`src/rtl/ysyx_22040729_pkg.sv`:
```
// Shared types for the ysyx_22040729 decode stage: type codes, opcode[6:2] constants,
// the decoded-entry struct and the skid-buffer state encoding.
package ysyx_22040729_pkg;

   typedef enum logic [2:0] {
      TYPE_NONE = 3'd0,
      TYPE_R    = 3'd1,
      TYPE_I    = 3'd2,
      TYPE_S    = 3'd3,
      TYPE_B    = 3'd4,
      TYPE_U    = 3'd5,
      TYPE_J    = 3'd6,
      TYPE_SPEC = 3'd7
   } inst_type_e;

   localparam logic [4:0] OP_LOAD     = 5'b00000;
   localparam logic [4:0] OP_MISC_MEM = 5'b00011;
   localparam logic [4:0] OP_OP_IMM   = 5'b00100;
   localparam logic [4:0] OP_AUIPC    = 5'b00101;
   localparam logic [4:0] OP_IMM_32   = 5'b00110;
   localparam logic [4:0] OP_STORE    = 5'b01000;
   localparam logic [4:0] OP_OP       = 5'b01100;
   localparam logic [4:0] OP_LUI      = 5'b01101;
   localparam logic [4:0] OP_OP_32    = 5'b01110;
   localparam logic [4:0] OP_BRANCH   = 5'b11000;
   localparam logic [4:0] OP_JALR     = 5'b11001;
   localparam logic [4:0] OP_JAL      = 5'b11011;
   localparam logic [4:0] OP_SYSTEM   = 5'b11100;

   // pc/imm are carried at the widest XLEN; narrower builds use the low bits.
   typedef struct packed {
      logic [63:0] pc;
      inst_type_e  itype;
      logic        rf_we;
      logic [4:0]  rd;
      logic [4:0]  rs1;
      logic [4:0]  rs2;
      logic [2:0]  funct3;
      logic [6:0]  opcode;
      logic [63:0] imm;
      logic        illegal;
      logic        muldiv;
   } dec_entry_t;

   typedef enum logic [1:0] {
      BUF_EMPTY = 2'd0,
      BUF_ONE   = 2'd1,
      BUF_FULL  = 2'd2
   } buf_state_e;

   function automatic logic [63:0] sext32(input logic [31:0] v);
      return {{32{v[31]}}, v};
   endfunction

endpackage

```
`src/rtl/ysyx_22040729_decode_stage_if.sv`:
```
// IFU->decode and decode->EXU handshake bundle. master = environment side, slave = decode stage.
interface ysyx_22040729_decode_stage_if #(
   parameter int INST_WIDTH = 32,
   parameter int DATA_WIDTH = 64
);
   logic                  in_valid;
   logic                  in_ready;
   logic [INST_WIDTH-1:0] in_inst;
   logic [DATA_WIDTH-1:0] in_pc;
   logic                  out_valid;
   logic                  out_ready;
   logic [DATA_WIDTH-1:0] out_pc;
   logic [2:0]            out_type;
   logic                  out_rf_we;
   logic [4:0]            out_rd;
   logic [4:0]            out_rs1;
   logic [4:0]            out_rs2;
   logic [2:0]            out_funct3;
   logic [6:0]            out_opcode;
   logic [DATA_WIDTH-1:0] out_imm;
   logic                  out_illegal;
   logic                  out_muldiv;

   modport master (
      output in_valid, in_inst, in_pc, out_ready,
      input  in_ready, out_valid, out_pc, out_type, out_rf_we, out_rd, out_rs1, out_rs2,
             out_funct3, out_opcode, out_imm, out_illegal, out_muldiv
   );

   modport slave (
      input  in_valid, in_inst, in_pc, out_ready,
      output in_ready, out_valid, out_pc, out_type, out_rf_we, out_rd, out_rs1, out_rs2,
             out_funct3, out_opcode, out_imm, out_illegal, out_muldiv
   );
endinterface

```
`src/rtl/ysyx_22040729_decode_comb.sv`:
```
// Pure combinational RV32I/RV64I decoder: instruction word + pc -> decoded entry.
// Define YSYX_22040729_RV_M_EN to accept M-extension ops (funct7=0000001) in OP/OP-32.
module ysyx_22040729_decode_comb
   import ysyx_22040729_pkg::*;
#(
   parameter int DATA_WIDTH = 64
) (
   input  logic [31:0]           inst,
   input  logic [DATA_WIDTH-1:0] pc,
   output dec_entry_t            entry
);

   logic [4:0] op5;
   logic [6:0] funct7;
   logic [2:0] funct3;
   logic       r_std_ok;
   logic       muldiv;
   logic       r_bad;
   inst_type_e itype;
   logic       illegal;
   logic       rf_we;
   logic [31:0] imm32;

   assign op5      = inst[6:2];
   assign funct7   = inst[31:25];
   assign funct3   = inst[14:12];
   assign r_std_ok = (funct7 == 7'b0000000) || (funct7 == 7'b0100000);

   always_comb begin
      itype = TYPE_NONE;
      case (op5)
         OP_LUI, OP_AUIPC:                          itype = TYPE_U;
         OP_JAL:                                    itype = TYPE_J;
         OP_JALR, OP_LOAD, OP_OP_IMM, OP_MISC_MEM:  itype = TYPE_I;
         OP_STORE:                                  itype = TYPE_S;
         OP_BRANCH:                                 itype = TYPE_B;
         OP_OP:                                     itype = TYPE_R;
         OP_IMM_32:  itype = (DATA_WIDTH == 64) ? TYPE_I : TYPE_NONE;
         OP_OP_32:   itype = (DATA_WIDTH == 64) ? TYPE_R : TYPE_NONE;
         OP_SYSTEM:                                 itype = TYPE_SPEC;
         default:                                   itype = TYPE_NONE;
      endcase
   end

`ifdef YSYX_22040729_RV_M_EN
   // OP-32 only has the word forms MULW/DIVW/DIVUW/REMW/REMUW.
   assign muldiv = (itype == TYPE_R) && (funct7 == 7'b0000001) &&
                   ((op5 != OP_OP_32) || (funct3 == 3'b000) || funct3[2]);
`else
   assign muldiv = 1'b0;
`endif

   assign r_bad   = (itype == TYPE_R) && !r_std_ok && !muldiv;
   assign illegal = (inst[1:0] != 2'b11) || (itype == TYPE_NONE) || r_bad;

   always_comb begin
      rf_we = 1'b0;
      case (itype)
         TYPE_R, TYPE_I, TYPE_U, TYPE_J: rf_we = (op5 != OP_MISC_MEM);
         TYPE_SPEC:                      rf_we = (funct3 != 3'b000);
         default:                        rf_we = 1'b0;
      endcase
      if (inst[11:7] == 5'd0 || illegal) rf_we = 1'b0;
   end

   always_comb begin
      imm32 = {{20{inst[31]}}, inst[31:20]};
      case (itype)
         TYPE_S: imm32 = {{20{inst[31]}}, inst[31:25], inst[11:7]};
         TYPE_B: imm32 = {{20{inst[31]}}, inst[7], inst[30:25], inst[11:8], 1'b0};
         TYPE_U: imm32 = {inst[31:12], 12'b0};
         TYPE_J: imm32 = {{12{inst[31]}}, inst[19:12], inst[20], inst[30:21], 1'b0};
         default: imm32 = {{20{inst[31]}}, inst[31:20]};
      endcase
   end

   always_comb begin
      entry         = '0;
      entry.pc      = 64'(pc);
      entry.itype   = itype;
      entry.rf_we   = rf_we;
      entry.rd      = inst[11:7];
      entry.rs1     = inst[19:15];
      entry.rs2     = inst[24:20];
      entry.funct3  = funct3;
      entry.opcode  = inst[6:0];
      entry.imm     = sext32(imm32);
      entry.illegal = illegal;
      entry.muldiv  = muldiv;
   end

endmodule

```
`src/rtl/ysyx_22040729_decode_stage.sv`:
```
// Registered decode stage with a 2-entry skid buffer so in_ready comes straight from a flop.
// Optional M-extension decode is enabled by defining YSYX_22040729_RV_M_EN.
module ysyx_22040729_decode_stage
   import ysyx_22040729_pkg::*;
#(
   parameter int INST_WIDTH = 32,
   parameter int DATA_WIDTH = 64
) (
   input  logic                          clk,
   input  logic                          rst_n,
   input  logic                          flush,
   ysyx_22040729_decode_stage_if.slave   bus,
   output buf_state_e                    dbg_state
);

   // Handshake: a beat transfers on a rising edge where valid & ready are both high.
   // in_ready depends only on registered state; the head payload holds while out_valid & !out_ready.

   buf_state_e            state_q, state_d;
   logic                  in_ready_q;
   dec_entry_t            head_q, tail_q, new_entry;
   logic [INST_WIDTH-1:0] inst_w;
   logic                  accept, pop;
   logic                  out_valid;
   logic                  head_ld_new, head_ld_tail, tail_ld;

   assign inst_w = bus.in_inst;

   ysyx_22040729_decode_comb #(.DATA_WIDTH(DATA_WIDTH)) u_decode (
      .inst  (inst_w),
      .pc    (bus.in_pc),
      .entry (new_entry)
   );

   assign accept = bus.in_valid & in_ready_q;
   assign pop    = (state_q != BUF_EMPTY) & bus.out_ready;

   always_ff @(posedge clk or negedge rst_n) begin
      if (!rst_n) begin
         state_q    <= BUF_EMPTY;
         in_ready_q <= 1'b1;
      end else begin
         state_q    <= state_d;
         in_ready_q <= (state_d != BUF_FULL);
      end
   end

   always_comb begin
      state_d = state_q;
      if (flush) begin
         state_d = BUF_EMPTY;
      end else begin
         case (state_q)
            BUF_EMPTY: if (accept) state_d = BUF_ONE;
            BUF_ONE: begin
               if (accept && !pop)      state_d = BUF_FULL;
               else if (pop && !accept) state_d = BUF_EMPTY;
            end
            BUF_FULL:  if (pop) state_d = BUF_ONE;
            default:   state_d = BUF_EMPTY;
         endcase
      end
   end

   // Payload steering; a flush cycle loads nothing so the discarded accept never lands.
   always_comb begin
      out_valid    = (state_q != BUF_EMPTY);
      head_ld_new  = 1'b0;
      head_ld_tail = 1'b0;
      tail_ld      = 1'b0;
      if (!flush) begin
         case (state_q)
            BUF_EMPTY: head_ld_new = accept;
            BUF_ONE: begin
               head_ld_new = accept & pop;
               tail_ld     = accept & ~pop;
            end
            BUF_FULL:  head_ld_tail = pop;
            default: ;
         endcase
      end
   end

   always_ff @(posedge clk or negedge rst_n) begin
      if (!rst_n) begin
         head_q <= '0;
         tail_q <= '0;
      end else begin
         if (head_ld_new)       head_q <= new_entry;
         else if (head_ld_tail) head_q <= tail_q;
         if (tail_ld)           tail_q <= new_entry;
      end
   end

   assign bus.in_ready    = in_ready_q;
   assign bus.out_valid   = out_valid;
   assign bus.out_pc      = head_q.pc[DATA_WIDTH-1:0];
   assign bus.out_type    = head_q.itype;
   assign bus.out_rf_we   = head_q.rf_we;
   assign bus.out_rd      = head_q.rd;
   assign bus.out_rs1     = head_q.rs1;
   assign bus.out_rs2     = head_q.rs2;
   assign bus.out_funct3  = head_q.funct3;
   assign bus.out_opcode  = head_q.opcode;
   assign bus.out_imm     = head_q.imm[DATA_WIDTH-1:0];
   assign bus.out_illegal = head_q.illegal;
   assign bus.out_muldiv  = head_q.muldiv;
   assign dbg_state       = state_q;

endmodule
```
`src/flat_wrapper.sv`:
```
// flat-port wrapper written by rule: the top's interface ports become plain ports
module ysyx_22040729_decode_stage_flat import ysyx_22040729_pkg::*;
#(
   parameter int INST_WIDTH = 32,
   parameter int DATA_WIDTH = 64
)
  (clk, rst_n, flush, dbg_state, bus_in_valid, bus_in_inst, bus_in_pc, bus_out_ready, bus_in_ready, bus_out_valid, bus_out_pc, bus_out_type, bus_out_rf_we, bus_out_rd, bus_out_rs1, bus_out_rs2, bus_out_funct3, bus_out_opcode, bus_out_imm, bus_out_illegal, bus_out_muldiv);
  ysyx_22040729_decode_stage_if #(.INST_WIDTH(INST_WIDTH), .DATA_WIDTH(DATA_WIDTH)) bus_i ();
  input  logic clk;
  input  logic rst_n;
  input  logic flush;
  output buf_state_e dbg_state;
  input wire logic [$bits(bus_i.in_valid)-1:0] bus_in_valid;
  input wire logic [$bits(bus_i.in_inst)-1:0] bus_in_inst;
  input wire logic [$bits(bus_i.in_pc)-1:0] bus_in_pc;
  input wire logic [$bits(bus_i.out_ready)-1:0] bus_out_ready;
  output wire logic [$bits(bus_i.in_ready)-1:0] bus_in_ready;
  output wire logic [$bits(bus_i.out_valid)-1:0] bus_out_valid;
  output wire logic [$bits(bus_i.out_pc)-1:0] bus_out_pc;
  output wire logic [$bits(bus_i.out_type)-1:0] bus_out_type;
  output wire logic [$bits(bus_i.out_rf_we)-1:0] bus_out_rf_we;
  output wire logic [$bits(bus_i.out_rd)-1:0] bus_out_rd;
  output wire logic [$bits(bus_i.out_rs1)-1:0] bus_out_rs1;
  output wire logic [$bits(bus_i.out_rs2)-1:0] bus_out_rs2;
  output wire logic [$bits(bus_i.out_funct3)-1:0] bus_out_funct3;
  output wire logic [$bits(bus_i.out_opcode)-1:0] bus_out_opcode;
  output wire logic [$bits(bus_i.out_imm)-1:0] bus_out_imm;
  output wire logic [$bits(bus_i.out_illegal)-1:0] bus_out_illegal;
  output wire logic [$bits(bus_i.out_muldiv)-1:0] bus_out_muldiv;
  assign bus_i.in_valid = bus_in_valid;
  assign bus_i.in_inst = bus_in_inst;
  assign bus_i.in_pc = bus_in_pc;
  assign bus_i.out_ready = bus_out_ready;
  assign bus_in_ready = bus_i.in_ready;
  assign bus_out_valid = bus_i.out_valid;
  assign bus_out_pc = bus_i.out_pc;
  assign bus_out_type = bus_i.out_type;
  assign bus_out_rf_we = bus_i.out_rf_we;
  assign bus_out_rd = bus_i.out_rd;
  assign bus_out_rs1 = bus_i.out_rs1;
  assign bus_out_rs2 = bus_i.out_rs2;
  assign bus_out_funct3 = bus_i.out_funct3;
  assign bus_out_opcode = bus_i.out_opcode;
  assign bus_out_imm = bus_i.out_imm;
  assign bus_out_illegal = bus_i.out_illegal;
  assign bus_out_muldiv = bus_i.out_muldiv;
  ysyx_22040729_decode_stage #(.INST_WIDTH(INST_WIDTH), .DATA_WIDTH(DATA_WIDTH)) u_core (.clk(clk), .rst_n(rst_n), .flush(flush), .bus(bus_i), .dbg_state(dbg_state));
endmodule
```
`config.mk`:
```
export PLATFORM = sky130hd
export DESIGN_NAME = ysyx_22040729_decode_stage_flat
export DESIGN_NICKNAME = d
export VERILOG_FILES = /design/src/rtl/ysyx_22040729_pkg.sv /design/src/rtl/ysyx_22040729_decode_stage_if.sv /design/src/rtl/ysyx_22040729_decode_comb.sv /design/src/rtl/ysyx_22040729_decode_stage.sv /design/src/flat_wrapper.sv
export SDC_FILE = /design/constraint.sdc
export NUM_CORES = 1
export LEC_CHECK = 0
export BUFFER_PORTS_ARGS = -buffer_cell sky130_fd_sc_hd__buf_2
export CORE_UTILIZATION = 55
export CTS_BUF_LIST = sky130_fd_sc_hd__clkbuf_8
export DETAILED_ROUTE_END_ITERATION = 10
export GPL_ROUTABILITY_DRIVEN = 0
export GPL_TIMING_DRIVEN = 0
export HOLD_SLACK_MARGIN = 0.1
export PLACE_DENSITY = 0.88
export SLEW_MARGIN = 5
export SYNTH_ARGS = -nofsm -noshare
export SYNTH_HDL_FRONTEND = slang
export SYNTH_SLANG_ARGS = --single-unit
```
`constraint.sdc`:
```
create_clock -name clk -period 3.6 [get_ports clk]
set_input_delay 0.36 -clock clk [delete_from_list [all_inputs] [get_ports clk]]
set_output_delay 0.36 -clock clk [all_outputs]
set_load 0.05 [all_outputs]
```
# Word level (Yosys, flattened, before mapping)
# Memory sizes are Yosys's and may differ from the RTL's.
# Index checks and enable logic that the tools add are counted.
[totals]
input_bits = 101
rom_bits = 96
elab_cells = 77
memories = 1
regBits = 288
[op_classes]
muxes = 17
eq_ne = 13
n_bitwise = 5
reduce_logical = 18
[memory_table]
columns = ["name", "depth", "width", "rd", "rd_ports_with_merged_regs", "wr", "line_no", "rtl"]
rows = [
  ["(no name shown)", 32, 3, 1, 0, 0, "ysyx_22040729_decode_comb.sv:31", "case (op5)"],
]
[ops]
columns = ["operator", "n"]
rows = [
  ["159-bit two-way mux", 2],
  ["31-bit one-hot mux with 4 select lines", 1],
  ["3-bit equality test, second input constant", 4],
  ["2-bit two-way mux", 5],
  ["7-bit by 6-bit equality test with 1-bit output, second input constant", 1],
  ["7-bit logical NOT", 1],
  ["3-bit by 2-bit equality test with 1-bit output, second input constant", 2],
  ["1-bit two-way mux", 6],
  ["2-bit one-hot mux with 3 select lines", 1],
  ["5-bit logical NOT", 1],
  ["5-bit by 2-bit != test with 1-bit output, second input constant", 1],
  ["1-bit AND", 4],
  ["1-bit logical OR", 4],
  ["2-bit != test, second input constant", 2],
  ["1-bit one-hot mux with 2 select lines", 2],
  ["2-bit nonzero test", 2],
  ["4-bit OR reduction", 1],
  ["3-bit by 1-bit equality test with 1-bit output, second input constant", 1],
  ["1-bit logical AND", 3],
  ["1-bit logical NOT", 3],
  ["3-bit logical NOT", 1],
  ["3-bit nonzero test", 1],
  ["2-bit by 1-bit equality test with 1-bit output, second input constant", 1],
  ["2-bit equality test, second input constant", 1],
  ["2 further kinds", 2],
]

# Depth between registers and ports, before layout
# Gate-level depths: netlist of the first run.
[depth]
depth_word = 8
depth_mapped = 13
depth_no_buf = 12

# Modules after synthesis
# From an unflattened synthesis of the first run, not the netlist that was laid out.
[hier_totals]
cells_unflattened = 1087
hier_area_um2 = 15792.6
[by_module_without_submodules]
columns = ["mod", "n_inst", "cells_each", "area_per_inst_um2"]
rows = [
  ["ysyx_22040729_decode_stage", 1, 871, 14153.6],
  ["ysyx_22040729_decode_comb", 1, 216, 1639.1],
]

# Worst setup path before layout of the first run
# Ideal clock, no wire load.
[synth_timing]
kind = "input port to flip-flop"
startpoint = "in bus_in_inst[2]"
endpoint = "reg u_core.head_q (netlist bit u_core.bus.out_imm[17])"
arrival_time_ns = 2.452
path_slack_ns = 1.054
n_path_buf = 1
setup_ns = 0.094
path_stages = 12
t_required_ns = 3.506
cell_sequence = "inv_1 ha_1 o21ai_0 o32ai_1 a21oi_1 inv_1 ha_1 nor2_1 o31ai_4 and2_1 buf_4 a221oi_2"
[synth_lines]
columns = ["item", "line_no", "rtl"]
rows = [
  ["start: declaration", "flat_wrapper.sv:14", "input wire logic [$bits(bus_i.in_inst)-1:0] bus_in_inst;"],
  ["end signal: assignment", "ysyx_22040729_decode_stage.sv:89", "if (head_ld_new) head_q <= new_entry;"],
  ["end signal: assignment", "ysyx_22040729_decode_stage.sv:90", "else if (head_ld_tail) head_q <= tail_q;"],
  ["end: declaration", "ysyx_22040729_decode_stage.sv:21", "dec_entry_t head_q, tail_q, new_entry;"],
]

==> results of run 1 <==
logic make-up after synthesis:
| logic type | Yosys count | synth area share (%) |
|---|---|---|
| adders and majority gates | 9 | 1.00 |
| AOI/OAI and AO/OA | 297 | 21.5 |
| DFF | 255 | 56.9 |
| xor gates and xnor gates | 1 | 0.0781 |
| other | 1 | 0.0334 |
| buffers and inverters | 129 | 5.82 |
| and+or+nand+nor | 410 | 14.3 |
| muxes | 3 | 0.279 |
power by group through the flow:
stage	combinational, mW	clock, mW	sequential, mW
after floorplan	1.23	0	4.95
after global placement	2.94	0	3.96
after detailed placement	3.02	0	4.01
after CTS	3.11	2.60	3.97
after global routing	3.34	2.74	4.06
final	3.13	2.59	4.00
layout by cell type, fill, tap and decap left out, types with 2 or more instances in the layout:
cell type / synthesis / layout
a221oi_1: 11 / 11
buf_2: 15 / 272
dlygate4sd3_1: 0 / 88
clkbuf_1: 56 / 56
inv_1: 9 / 26
or3_1: 2 / 2
buf_1: 9 / 9
and3_1: 2 / 2
buf_4: 40 / 40
a22oi_1: 6 / 6
o21ai_0: 23 / 23
or2_2: 2 / 2
o22ai_1: 8 / 8
nand2b_1: 3 / 3
a221oi_2: 8 / 8
a21oi_1: 25 / 25
a31oi_1: 19 / 19
nand2_1: 315 / 315
nand3b_1: 2 / 2
clkbuf_8: 0 / 57
dfrtp_1: 254 / 254
nand3_1: 2 / 2
nor2_1: 72 / 72
mux2i_1: 2 / 2
o32ai_1: 9 / 9
ha_1: 9 / 9
o22a_1: 178 / 178
or4_1: 2 / 2
buf_16: 0 / 2
layer usage:
metal / global-route usage, % / share of wire [%]
met1: 42.4 / 39
met2: 55.0 / 47
met3: 8.69 / 10
met4: 14.6 / 4.1
met5: 0 / 0
path summary, 6_finish.rpt:
path	start	end	slack (ps)	cells after the start
max	bus_in_inst[2]	u_core.bus.out_imm[15]	800	13
min	bus_in_inst[21]	u_core.tail_q[77]	120	3
max reg2reg	u_core.bus.in_ready	u_core.tail_q[150]	1010	8
min reg2reg	u_core.tail_q[78]	u_core.tail_q[78]	480	2
max in group asynchronous	rst_n	u_core.tail_q[107]	2300	3
min in group asynchronous	rst_n	u_core.tail_q[144]	350	2
stage by stage:
step	utilization [%]	worst slack [ps]
after CTS	74.3	931
after global placement	65.1	-2300
after floorplan	-	1050
final	74.3	804
after global routing	74.3	643
after detailed placement	65.4	484
state kept, by name (all words and copies together), names as in the netlist:
register and cells:
u_core.tail_q 126, u_core.bus.out_pc 64, u_core.bus.out_imm 32, u_core.bus.out_opcode 7, u_core.bus.out_rd 5, u_core.bus.out_rs1 5, u_core.bus.out_rs2 5, u_core.bus.out_funct3 3
u_core.bus.out_type 3, u_core.dbg_state 2, u_core.bus.in_ready 1, u_core.bus.out_illegal 1, u_core.bus.out_rf_we 1
repair_timing:
item,CTS,global route
gates resized for setup,0,0
hold buffers,88,0
endpoints found under the hold margin,165,0
final cells by class:
class                           instances  area share (%)
Antenna cell                            1          0.0171
Buffer                                120            4.23
Clock buffer                           57            5.35
Clock inverter                         20           0.598
Inverter                                9           0.230
Multi-Input combinational cell        721            28.5
Sequential cell                       255            43.5
Tap cell                              265            2.26
Timing Repair Buffer                  348            15.3
critical path, cell delays in order:
cell      delay, ps
buf_2           100
inv_1           110
ha_1            240
o21ai_0         260
o32ai_1         140
a21oi_1         480
inv_1           160
ha_1            280
nor2_1          260
o31ai_4         170
and2_1          210
buf_4           180
a221oi_2        290
==> metrics.cfg, run 1 <==
[route]
first_pass_iters=7
vias_per_cell=5.88
drcViolationCount=0
drt_iter0_drc=913
wl_per_cell_um=19.5
vias=10600
drt-total-wl_um=35000
ant_nets=0

[min_path]
hold_class=primary input to flip-flop

[power]
finalPower_mw=9.72
power_frac_comb_pct=32.2
switching_share_pct=39.1
cellLeakagePower_nw=6.96
seq_power_share_pct=41.1
vdd_ir_drop_max_mv=0.440
power.internal_mw=5.92
power_switching_mw=3.80
clkPwrFrac_pct=26.6
p_per_area_mw_per_mm2=663

[timing]
slew_headroom_pct=35.9
finalCritPeriodShare_pct=77.7
finalMaxSlewViolations=0
max_freq_mhz=358
rsz0062_at_grt=no
finalSetupTns_ps=0
holdWs_ps=119
hold_violations=0
fin_crit_ps=2800
worstMarginPinSlew_ps=961
skew_ps=36.0
finalSetupViolCount=0

[logic_synthesis]
yosys-top-cells-area=dfrtp_1 (57%), o22a_1 (14%), nand2_1 (11%)
yosys.area.top_type=dfrtp_1
syn_area_sq_mm=0.0112
synth-main-ff-cell=dfrtp_1
synthArstFlopShare_pct=100
syn_inst=1105
synth_top_area_share_pct=56.7
avgSynthCellArea_sq_um=10.1
synth.net_count=1215
synth_most_common_cell=nand2_1
yosysWarnings=0
synth.distinct_cells=48
seq_area_frac_synth_pct=56.9
ys_ff_latch=255
synth_edf_count=0
synthTopCellsByCount=nand2_1 (315), dfrtp_1 (254), o22a_1 (178)

[setup_path]
crit_path_start_kind=primary input
path_max_fanout=9
required_ps=4050
cp-end-kind=flip-flop
criticalPathCategory=primary input to flip-flop
crit_arrival_ps=3250

[floorplan]
rows=51
num_io_pins=264
dieHeight_um=145
coreArea_sq_mm=0.0197
die_area_sq_mm=0.0210
die_w_um=145
start_util_pct=56.9

[grt]
grt_pass1_vias=10400
grt_max_degree=106
track_usage_pct=33.7
antenna_found_initial=1
grt-ovfl-total=0
grt_pass1_wl_um=53900

[clock_tree]
worstSkewPairLatency_ps=550
cts_htree_levels=2
tritoncts=done
clkSinkCount=255
clk_pin_slew_ps=60
cts-buffers-inserted=42
clock_path_buffers=3
cts-root-buf=clkbuf_8
postCtsSetupBuffers=0

[final_layout]
regArea_sq_mm=0.00638
fin_nets=1607
multiInputGateArea_sq_mm=0.00418
drive_gt1_share_pct=25.6
area_growth_syn_to_layout_pct=30.7
final_cells=1796
final_area_sq_mm=0.0147
fillCellCount=1350

[placed_design]
place_inst=1630
dp_hpwl_um=22300
io_buffers=258
postPlaceCellArea_sq_mm=0.0129

[run]
drv_cap=0

[outcome]
status=finished clean

Note: power is estimated with default switching activity, not from simulation.
==> run 2: changes to the inputs <==
--- a/config.mk
+++ b/config.mk
@@ -6,13 +6,13 @@
 export NUM_CORES = 1
 export LEC_CHECK = 0
 export BUFFER_PORTS_ARGS = -buffer_cell sky130_fd_sc_hd__buf_2
-export CORE_UTILIZATION = 55
+export CORE_UTILIZATION = 50
 export CTS_BUF_LIST = sky130_fd_sc_hd__clkbuf_8
 export DETAILED_ROUTE_END_ITERATION = 10
 export GPL_ROUTABILITY_DRIVEN = 0
 export GPL_TIMING_DRIVEN = 0
 export HOLD_SLACK_MARGIN = 0.1
-export PLACE_DENSITY = 0.88
+export PLACE_DENSITY = 0.85
 export SLEW_MARGIN = 5
 export SYNTH_ARGS = -nofsm -noshare
 export SYNTH_HDL_FRONTEND = slang
==> constraint.sdc (replaced) <==
create_clock -name clk -period 2.29 [get_ports clk]
set_input_delay 0.229 -clock clk [delete_from_list [all_inputs] [get_ports clk]]
set_output_delay 0.229 -clock clk [all_outputs]
set_load 0.05 [all_outputs]
==> metrics.cfg, run 2 (synthesis gave the netlist of run 1 again) <==
[clock_tree]
clkSinkCount=255  ; unchanged
worstSkewPairLatency_ps=560  ; about the same
cts-root-buf=clkbuf_8
cts-buffers-inserted=42  ; unchanged
clock_path_buffers=3  ; unchanged
clk_pin_slew_ps=60  ; about the same
cts_htree_levels=2  ; unchanged
tritoncts=done

[min_path]
hold_class=primary input to flip-flop

[final_layout]
fin_nets=1622  ; +0.93%
largest_reg_flops=126  ; unchanged
final_area_sq_mm=0.0150  ; +2.0%
layout_commonest_cell=nand2_1
drive_gt1_share_pct=28.0  ; +2.5 points
area_growth_syn_to_layout_pct=33.4
final_cells=1822  ; +1.4%
layout_common_cells=nand2_1 (313), buf_2 (266), dfrtp_1 (253)
regMostFlops=u_core.tail_q
fillCellCount=1602  ; +19%
diodes=0  ; -1

[grt]
track_usage_pct=30.5  ; -3.2 points
use_met2_pct=48.7  ; -6.4 points
grt_max_degree=103  ; -2.8%
gr-usage-met3_pct=8.29  ; -0.39 points
grt_use_met1_pct=39.3  ; -3.1 points
antenna_found_initial=0  ; -1
grt_pass1_wl_um=54100  ; +0.37%
grt_pass1_vias=10400  ; +0.45%
busiest_layer=met2
grt-ovfl-total=0  ; unchanged

[setup_path]
required_ps=2760  ; -1290 ps
criticalPathCategory=flip-flop to flip-flop
crit_path_start_kind=flip-flop
cp-end-kind=flip-flop
path_max_fanout=10  ; +1
crit_arrival_ps=2730  ; -520 ps

[floorplan]
start_util_pct=51.2  ; -5.6 points
die_area_sq_mm=0.0230  ; +9.9%
die_w_um=152  ; +4.8%
coreArea_sq_mm=0.0219  ; +11%
num_io_pins=264  ; unchanged
dieHeight_um=152  ; +4.8%
rows=54  ; +5.9%

[placed_design]
dp_hpwl_um=22200  ; -0.22%
place_inst=1645  ; +0.92%
postPlaceCellArea_sq_mm=0.0129  ; +0.23%
io_buffers=258  ; unchanged

[timing]
slew_headroom_pct=44.8  ; +8.8 points
fin_crit_ps=2260
finalCritPeriodShare_pct=98.7
finalMaxSlewViolations=0  ; unchanged
finalSetupViolCount=0  ; unchanged
rsz0062_at_grt=yes
hold_violations=0  ; unchanged
worstMarginPinSlew_ps=828  ; -133 ps
skew_ps=23.8  ; -12.2 ps
max_freq_mhz=442

[route]
vias=10600  ; unchanged
drcViolationCount=0  ; unchanged
wl_per_cell_um=19.4  ; -0.19%
first_pass_iters=6  ; -1
vias_per_cell=5.80  ; -1.4%
drt-total-wl_um=35400  ; +1.3%
drt_iter0_drc=828  ; -9.3%
ant_nets=0  ; unchanged

[outcome]
status=finished clean

[power]
p_per_area_mw_per_mm2=1030  ; +55%
cellLeakagePower_nw=7.07  ; +1.6%
vdd_ir_drop_max_mv=0.756  ; +72%

[run]
drv_cap=0  ; unchanged

run 2: cell types whose count changed in the layout (fill, tap and decap cells not counted), sizes merged:
| cell | delta |
|---|---|
| bufinv | +1 |
| diode | -1 |
| inv | -8 |
| dlygate4sd3 | +7 |
| buf | +1 |
| clkinvlp | +1 |
| a21oi | +1 |
| clkbuf | +5 |
| clkinv | +4 |
run 2: cell type report:
class / instances / area, sq um / area share, %
Buffer: 120 / 686 / 4.59
Inverter: 9 / 33.8 / 0.226
Sequential cell: 255 / 6380 / 42.7
Clock inverter: 18 / 108 / 0.720
Tap cell: 280 / 350 / 2.34
Multi-Input combinational cell: 722 / 4250 / 28.4
Timing Repair Buffer: 362 / 2370 / 15.9
Clock buffer: 56 / 771 / 5.15
run 2: per-stage QoR:
stage	utilization [%]	hold slack, ps	setup slack (ps)	TNS, ps	power, mW
floorplan	-	-66.6	-2.07	-2.07	9.72
global placement	58.8	435	-3510	-936690	10.9
CTS	67.7	101	-0.431	-0.431	15.3
global route	68.3	158	-13.9	-33.6	16.1
finish	68.3	135	29.9	0	15.4
detailed placement	59.1	239	-683	-55560	11.0
run 2: layer usage:
| layer | part of all wire [%] | up-vias |
|---|---|---|
| met5 | 0 | - |
| met4 | 3.9 | 0 |
| met3 | 11 | 123 |
| met2 | 46 | 618 |
| met1 | 39 | 5145 |
| li1 | - | 4680 |
run 2: timing repair:
item / in CTS / in global routing
resized for setup: 16 / 37
setup buffers: 3 / 4
hold endpoints to repair: 285 / 0
hold buffers: 95 / 0
setup endpoints to repair: 157 / 221
pin swaps: 1 / 4
gates cloned: 0 / 1
run 2: power by group:
part / leakage (nW) / switching [mW] / total, mW / internal, mW
sequential: 3.03 / 0.659 / 6.25 / 5.59
combinational: 3.55 / 3.46 / 4.99 / 1.53
clock: 0.490 / 1.86 / 4.15 / 2.29
run 2: final timing paths:
path | cells after the start | end | slack, ps | from
setup / recovery | 8 | u_core.bus.out_pc[17] | 30 | u_core.bus.in_ready
hold / removal | 3 | u_core.tail_q[69] | 130 | bus_in_inst[3]
setup reg to reg | 8 | u_core.bus.out_pc[17] | 30 | u_core.bus.in_ready
hold reg to reg | 2 | u_core.tail_q[97] | 480 | u_core.tail_q[97]
max in group asynchronous | 3 | u_core.tail_q[107] | 1150 | rst_n
min in group asynchronous | 2 | u_core.bus.out_imm[8] | 210 | rst_n
run 2: worst max-delay path: stages, from the launching register on:
cell	delay, ps
dfstp_2	530
nand2_1	130
or3_1	400
buf_6	180
a21oi_4	170
buf_4	170
buf_4	140
buf_2	250
o22a_1	200
